--- config.mk ---
export PLATFORM = sky130hd
export DESIGN_NAME = mlp_sequencer
export DESIGN_NICKNAME = d
export VERILOG_FILES = /design/src/rtl/mlp_sequencer.sv
export SDC_FILE = /design/constraint.sdc
export NUM_CORES = 1
export LEC_CHECK = 0
export ABC_AREA = 1
export BUFFER_PORTS_ARGS = -buffer_cell sky130_fd_sc_hd__buf_2
export CORE_ASPECT_RATIO = 1.75
export CORE_MARGIN = 2
export CORE_UTILIZATION = 60
export CTS_CLUSTER_SIZE = 24
export DETAILED_ROUTE_END_ITERATION = 7
export MAX_ROUTING_LAYER = met4
export PLACE_DENSITY = 0.82
export SYNTH_ARGS = -nofsm -noshare
export SYNTH_HDL_FRONTEND = slang
export SYNTH_SLANG_ARGS = --single-unit
--- constraint.sdc ---
create_clock -name clk -period 5 [get_ports clk]
set_clock_uncertainty 0.15 [all_clocks]
set_input_delay 0.75 -clock clk [delete_from_list [all_inputs] [get_ports clk]]
set_output_delay 0.75 -clock clk [all_outputs]
set_load 0.02 [all_outputs]
--- src/rtl/mlp_sequencer.sv ---
// Layer sequencer for a three-layer MLP: starts fc1/fc2/fc3 in turn, guards each
// layer with a timeout, then scans the final-layer BRAM for the signed argmax.
module mlp_sequencer #(
    parameter int unsigned DATA_WIDTH     = 16,
    parameter int unsigned NUM_CLASSES    = 10,
    parameter int unsigned TIMEOUT_CYCLES = 2**20
) (
    input  logic                           clk,
    input  logic                           rst,
    input  logic                           start,
    output logic                           busy,
    output logic                           done,
    output logic                           error,
    output logic [2:0]                     layer_start,
    input  logic [2:0]                     layer_done,
    output logic [1:0]                     cur_layer,
    output logic                           out_rd_en,
    output logic [$clog2(NUM_CLASSES)-1:0] out_rd_addr,
    input  logic [DATA_WIDTH-1:0]          out_rd_data,
    output logic [$clog2(NUM_CLASSES)-1:0] output_class,
    output logic [DATA_WIDTH-1:0]          max_val
);

    localparam int unsigned AW = $clog2(NUM_CLASSES);
    localparam int unsigned TW = $clog2(TIMEOUT_CYCLES + 1);
    localparam logic [AW-1:0] LAST_IDX = AW'(NUM_CLASSES - 1);
    localparam logic [TW-1:0] TMO_LAST = TW'(TIMEOUT_CYCLES - 1);

    typedef enum logic [2:0] {
        IDLE,
        LSTART,
        LWAIT,
        ARGRD,
        FIN,
        ERR
    } state_t;

    state_t                state, state_n;
    logic [1:0]            layer_idx, layer_idx_n;
    logic [TW-1:0]         tmo_cnt, tmo_cnt_n;
    logic                  rd_vld, rd_vld_n;
    logic [AW-1:0]         rd_idx, rd_idx_n;
    logic [DATA_WIDTH-1:0] run_max, run_max_n;
    logic [AW-1:0]         run_idx, run_idx_n;

    logic                  busy_n, done_n, error_n, rd_en_n;
    logic [2:0]            layer_start_n;
    logic [1:0]            cur_layer_n;
    logic [AW-1:0]         rd_addr_n, class_n;
    logic [DATA_WIDTH-1:0] max_n;
    logic                  layer_done_sel_c;

    // Only the active layer's completion bit is ever looked at.
    assign layer_done_sel_c = |(layer_done & (3'b001 << layer_idx));

    always_ff @(posedge clk or negedge rst) begin
        if (!rst) begin
            state        <= IDLE;
            layer_idx    <= '0;
            tmo_cnt      <= '0;
            rd_vld       <= 1'b0;
            rd_idx       <= '0;
            run_max      <= '0;
            run_idx      <= '0;
            busy         <= 1'b0;
            done         <= 1'b0;
            error        <= 1'b0;
            layer_start  <= '0;
            cur_layer    <= '0;
            out_rd_en    <= 1'b0;
            out_rd_addr  <= '0;
            output_class <= '0;
            max_val      <= '0;
        end else begin
            state        <= state_n;
            layer_idx    <= layer_idx_n;
            tmo_cnt      <= tmo_cnt_n;
            rd_vld       <= rd_vld_n;
            rd_idx       <= rd_idx_n;
            run_max      <= run_max_n;
            run_idx      <= run_idx_n;
            busy         <= busy_n;
            done         <= done_n;
            error        <= error_n;
            layer_start  <= layer_start_n;
            cur_layer    <= cur_layer_n;
            out_rd_en    <= rd_en_n;
            out_rd_addr  <= rd_addr_n;
            output_class <= class_n;
            max_val      <= max_n;
        end
    end

    // Outputs are derived from the next state so they line up with the state they describe.
    always_comb begin
        state_n       = state;
        layer_idx_n   = layer_idx;
        tmo_cnt_n     = tmo_cnt;
        run_max_n     = run_max;
        run_idx_n     = run_idx;
        rd_vld_n      = out_rd_en;
        rd_idx_n      = out_rd_addr;
        rd_en_n       = 1'b0;
        rd_addr_n     = out_rd_addr;
        class_n       = output_class;
        max_n         = max_val;
        busy_n        = 1'b0;
        done_n        = 1'b0;
        error_n       = 1'b0;
        layer_start_n = '0;
        cur_layer_n   = '0;

        case (state)
            IDLE, ERR: begin
                if (start) begin
                    state_n     = LSTART;
                    layer_idx_n = 2'd0;
                end
            end
            LSTART: begin
                tmo_cnt_n = '0;
                state_n   = LWAIT;
            end
            LWAIT: begin
                if (layer_done_sel_c) begin
                    if (layer_idx == 2'd2) begin
                        state_n   = ARGRD;
                        rd_en_n   = 1'b1;
                        rd_addr_n = '0;
                    end else begin
                        state_n     = LSTART;
                        layer_idx_n = layer_idx + 2'd1;
                    end
                end else if (tmo_cnt == TMO_LAST) begin
                    state_n = ERR;
                end else begin
                    tmo_cnt_n = tmo_cnt + TW'(1);
                end
            end
            ARGRD: begin
                if (out_rd_en && (out_rd_addr != LAST_IDX)) begin
                    rd_en_n   = 1'b1;
                    rd_addr_n = out_rd_addr + AW'(1);
                end
                // Data trails the read strobe by one cycle; strict '>' keeps the lowest index on ties.
                if (rd_vld) begin
                    if ((rd_idx == '0) || ($signed(out_rd_data) > $signed(run_max))) begin
                        run_max_n = out_rd_data;
                        run_idx_n = rd_idx;
                    end
                    if (rd_idx == LAST_IDX) begin
                        state_n = FIN;
                        class_n = run_idx_n;
                        max_n   = run_max_n;
                    end
                end
            end
            FIN: begin
                state_n = IDLE;
            end
            default: begin
                state_n = IDLE;
            end
        endcase

        busy_n  = (state_n == LSTART) || (state_n == LWAIT) || (state_n == ARGRD);
        done_n  = (state_n == FIN);
        error_n = (state_n == ERR);
        if (state_n == LSTART) begin
            layer_start_n = 3'b001 << layer_idx_n;
        end
        case (state_n)
            LSTART, LWAIT: cur_layer_n = layer_idx_n;
            ARGRD, FIN:    cur_layer_n = 2'd2;
            default:       cur_layer_n = 2'd0;
        endcase
    end

endmodule

## Word-level counts from Yosys, hierarchy flattened

Index checks and enable logic that the tools add are counted.

| storage, ports and cells | value |
|---|---|
| logic and storage cells | 83 |
| register bits after elaboration | 84 |
| output and inout port bits | 33 |
| input port bits | 22 |

| cells by class | value |
|---|---|
| equal/unequal tests | 18 |
| reductions and logical operators | 16 |
| multiplexer cells | 26 |
| shift-type cells | 2 |
| bitwise logic cells | 1 |
| add/sub/neg operators | 3 |
| magnitude comparators | 1 |

Operators by type and width:

| operator | number |
|---|---|
| 2-to-1 mux 21 bit | 2 |
| case mux 21 bit (2 select lines) | 1 |
| adder 21 x 1 -> 21 bit (second input constant) | 1 |
| == test 21 x 20 -> 1 bit (second input constant) | 1 |
| 2-to-1 mux 3 bit | 6 |
| > comparator 16 bit | 1 |
| 2-to-1 mux 16 bit | 1 |
| 2-to-1 mux 4 bit | 4 |
| == test 3 x 2 -> 1 bit (second input constant) | 4 |
| case mux 3 bit (4 select lines) | 1 |
| != test 2 bit (second input constant) | 5 |
| == test 3 bit (second input constant) | 3 |
| 2-to-1 mux 2 bit | 4 |
| case mux 2 bit (2 select lines) | 2 |
| case mux 4 bit (2 select lines) | 1 |
| == test 3 x 1 -> 1 bit (second input constant) | 2 |
| AND reduction 3 bit | 2 |
| OR reduction 2 bit | 3 |
| left shift 1 x 2 -> 3 bit (first input constant) | 2 |
| adder 4 x 1 -> 4 bit (second input constant) | 1 |
| == test 4 bit (second input constant) | 1 |
| zero test 4 bit | 1 |
| != test 4 bit (second input constant) | 1 |
| AND reduction 4 bit | 1 |
| 11 further kinds | 16 |

## Logic depth before layout (Yosys ltp)

| logic depth | value |
|---|---|
| word-level depth | 8 |
| mapped depth | 18 |
| gate-level depth less buffers | 17 |

## Least setup slack after synthesis

No wires, ideal clock.

| timing path | value |
|---|---|
| path type | input to register |
| start point | input port out_rd_data[15] |
| end point | register max_val[10] |
| buffers on the path | 1 |
| stages on the path | 11 |
| path slack | 2.696 ns |
| data required time | 4.732 ns |
| arrival time | 2.036 ns |
| cell sequence | ha_1 > nand2_1 > nor2_1 > nand2_1 > nor3_1 > nand4_1 > nand3_1 > buf_2 > nand3_1 > nand3_1 > nand2_1 |

| between the ends | value |
|---|---|
| longest elaborated chain between the ends | 3 |

Ends and longest elaborated chain:

| what | line | RTL |
|---|---|---|
| from (decl) | 19 | `input logic [DATA_WIDTH-1:0] out_rd_data,` |
| > comparator 16 bit | 147 | `if ((rd_idx == '0) \|\| ($signed(out_rd_data) > $signed(run_max))) begin` |
| logical OR 1 bit | 147 |  |
| 2-to-1 mux 16 bit | 147 |  |
| to (signal assigned) | 90 | `max_val <= max_n;` |
| to (decl) | 21 | `output logic [DATA_WIDTH-1:0] max_val` |

Every way passes these cells.
A chain may end at the register's enable or synchronous reset.

## Worst setup path in the final report

| timing path | value |
|---|---|
| start point | input port out_rd_data[15] |
| end point | register output_class[2] |

| between the ends | value |
|---|---|
| longest elaborated chain between the ends | 3 |

Ends and longest elaborated chain:

| what | line | RTL |
|---|---|---|
| > comparator 16 bit | 147 |  |
| logical OR 1 bit | 147 |  |
| 2-to-1 mux 4 bit | 147 |  |
| to (signal assigned) | 89 | `output_class <= class_n;` |
| to (decl) | 20 | `output logic [$clog2(NUM_CLASSES)-1:0] output_class,` |

Every way passes these cells.

==> flow_summary.ini <==
[worst_setup_path]
worstSetupPathType = in2reg
crit_path_max_incr_delay_ns = 0.56
crit_family = simple AND/OR/NAND/NOR gates
crit_buf_inv = 1
slowest_stage = nand2_1
path_cells = buf_2 -> ha_1 -> a21oi_1 -> o21ai_0 -> a21oi_1 -> nand2_1 -> nand2_1 -> nand3_1 -> nand2_1 -> nand2_1 -> nand3_1 -> nand2_1
cp_max_fo = 20
cpMostUsedCell = nand2_1
start_kind = primary input
end_kind = flip-flop
critPathArrivalTime_ns = 3.01
required_ns = 5.07

[final_layout]
final_util = 0.699
diodes = 0
nets = 702
fillers = 599
areaGrowthSynthToFinish_pct = 13.5
fin_area_um2 = 5290
drive_gt1_frac = 0.131

[global_route]
grt_use_total = 0.290
grt_max_degree = 85
antenna_found_initial = 0
grt_overflow_total = 0
grt_pass1_wl_um = 18700
grt_pass1_vias = 4260

[placement]
post-dp-hpwl_um = 7770
placed_cell_area_um2 = 4970
gp_congestion = 0.960
io_buffers = 54

[cts]
post_cts_resized = 0
clkSlewWorstSetupHoldPaths_ns = 0.06
postCtsSetupBuffers = 0
cts_made_buffers = 9
ctsHoldBuffers = 0
cts_tree = built
cts.sinks = 84
clk_latency_ns = 0.34
cts.path.max_buffers = 2
cts_root_buf = clkbuf_16
htree_levels = 3

[floorplanning]
coreArea_um2 = 7570
ios = 55
row_count = 42
die_height_um = 121
die_x_um = 70.6
die_area_um2 = 8510
start_util = 0.616

[logic_synthesis]
syn_nets = 651
netlist_area_um2 = 4660
synthArstFlopShare = 1.00
yosysWarningCount = 0
ys_seq_area_frac = 0.451
ys_seq_elements = 84
post_synth.cell_area_avg_um2 = 7.69
synth_top_area_frac = 0.451
synth_edf_count = 0
synth.area.top_cells = dfrtp_1, nand2_1, nand3_1
postSynthCellCount = 606
synth_top_cell_by_area = dfrtp_1
synth_ff_type = dfrtp_1
yosysUniqueCellTypes = 34

[power]
ir_worst_vdd_mv = 0.295
p_int_mw = 1.57
pwr-share-comb = 0.396
p_seq_frac = 0.341
switching_share = 0.415
switching_power_mw = 1.11
power_per_cell_area_nw_per_um2 = 507
p_leak_nw = 2.74
p_clk_frac = 0.263

[drt]
via_per_inst = 5.61
vias = 4209
wl_per_cell_um = 14.9
drt_first_pass_iters = 5
drtAntennaViolNets = 0
wl_um = 11100
drc = 0
drt_iter0_drc = 340

[sta]
final-max-slew-violation-count = 0
rsz0062_at_grt = no
fin_crit_sh = 0.587
fin_crit_ns = 2.94
worstMarginPinSlew_ns = 1.05
setup_violations = 0
fmax_mhz = 340
setup_tns_ns = 0
timing.hold.ws_ns = 0.305
relSlewSlack = 0.297
final-hold-violation-count = 0

[flow_run]
maxCapViolations = 0

[hold_path]
hold_path.class = reg2reg

[run_status]
status = finished, final reports clean
==> layer usage <==
layer	part of all wire	vias to the layer above	GRT usage
met5	0	-	-
met2	0.55	140	0.494
li1	-	2052	-
met1	0.36	1975	0.294
met4	0.047	0	0.195
met3	0.043	42	0.0617
==> path summary, 6_finish.rpt <==
kind                            cells past startpoint         endpoint             from  slack [ns]
min in group asynchronous                           1       max_val[5]              rst        0.43
worst min register to register                      0        rd_idx[2]   out_rd_addr[2]        0.31
worst max register to register                     12  output_class[2]      run_max[15]        2.18
worst min-delay path                                0        rd_idx[2]   out_rd_addr[2]        0.31
max in group asynchronous                           1       run_max[6]              rst        3.57
worst max-delay path                               12  output_class[2]  out_rd_data[15]        2.06
==> stage by stage <==
stage	setup WS [ns]	instances	total power, mW
global route	1.88	750	2.88
finish	2.06	750	2.68
global placement	1.83	734	1.91
CTS	2.06	750	2.69
floorplan	2.70	606	1.72
detailed placement	1.73	734	1.96
==> sequential cells by signal (all words and copies together) (netlist names) <==
register and count:
run_idx 4, max_val 16, rd_vld 1, rd_idx 4, tmo_cnt 21, layer_idx 2
out_rd_en 1, output_class 4, layer_start 3, busy 1, error 1, state 3
out_rd_addr 4, cur_layer 2, run_max 16, done 1
==> power by group through the flow <==
stage	combinational [mW]	sequential (mW)	clock [mW]
global placement	0.998	0.916	0
floorplan	0.790	0.933	0
global route	1.20	0.931	0.743
CTS	1.06	0.913	0.718
finish	1.06	0.914	0.705
detailed placement	1.03	0.924	0
==> cell usage in the layout (no fill, tap or decap), types with 6 or more instances in the layout <==
| master | n |
|---|---|
| nand2_1 | 183 |
| inv_1 | 86 |
| dfrtp_1 | 84 |
| nand3_1 | 82 |
| buf_2 | 53 |
| nor2_1 | 34 |
| ha_1 | 23 |
| nor3_1 | 16 |
| a21oi_1 | 13 |
| nand4_1 | 12 |
| o31ai_1 | 9 |
| clkbuf_16 | 9 |
| o21ai_0 | 8 |
| o21ai_1 | 6 |
| xor2_1 | 6 |
==> kinds of logic (layout without fill, tap and decap cells) <==
group           after synthesis  count (layout)  share of synthesized area
fa+ha+maj                    23              23                     0.0618
buf+inv                     106             162                     0.0935
xor+xnor                     10              10                     0.0188
simple gates                340             340                      0.320
compound gates               43              43                     0.0548
flops                        84              84                      0.451
==> cell usage after synthesis, types with 2 or more instances <==
master / number
a21oi_1: 13
buf_1: 4
buf_2: 4
buf_6: 4
clkbuf_1: 6
dfrtp_1: 84
ha_1: 23
inv_1: 86
nand2_1: 183
nand2_2: 3
nand3_1: 82
nand4_1: 12
nor2_1: 34
nor2_2: 2
nor2_4: 2
nor3_1: 16
o21a_1: 2
o21ai_0: 8
o21ai_1: 6
o21ai_2: 2
o31ai_1: 9
xnor2_1: 4
xor2_1: 6
==> worst reg2reg max path: cells and delay by family (launching register included) <==
family	cells	cell delay, ns
AO/OA/AOI/OAI	3	0.58
adder cells (fa/ha/maj)	1	0.37
buffers and inverters	1	0.07
flip-flops	1	0.35
AND/OR/NAND/NOR	7	1.18
==> final cells by class <==
| type | instances | area [um2] | share of cell area |
|---|---|---|---|
| clock buffers | 11 | 243 | 0.0459 |
| clock inverters | 5 | 75.1 | 0.0142 |
| inverters | 88 | 333 | 0.0630 |
| multi-input cells | 416 | 2120 | 0.401 |
| flip-flops and latches | 84 | 2100 | 0.398 |
| well taps | 88 | 110 | 0.0208 |
| repair buffers | 58 | 303 | 0.0573 |
No activity file was read; power rests on OpenSTA's default activity.
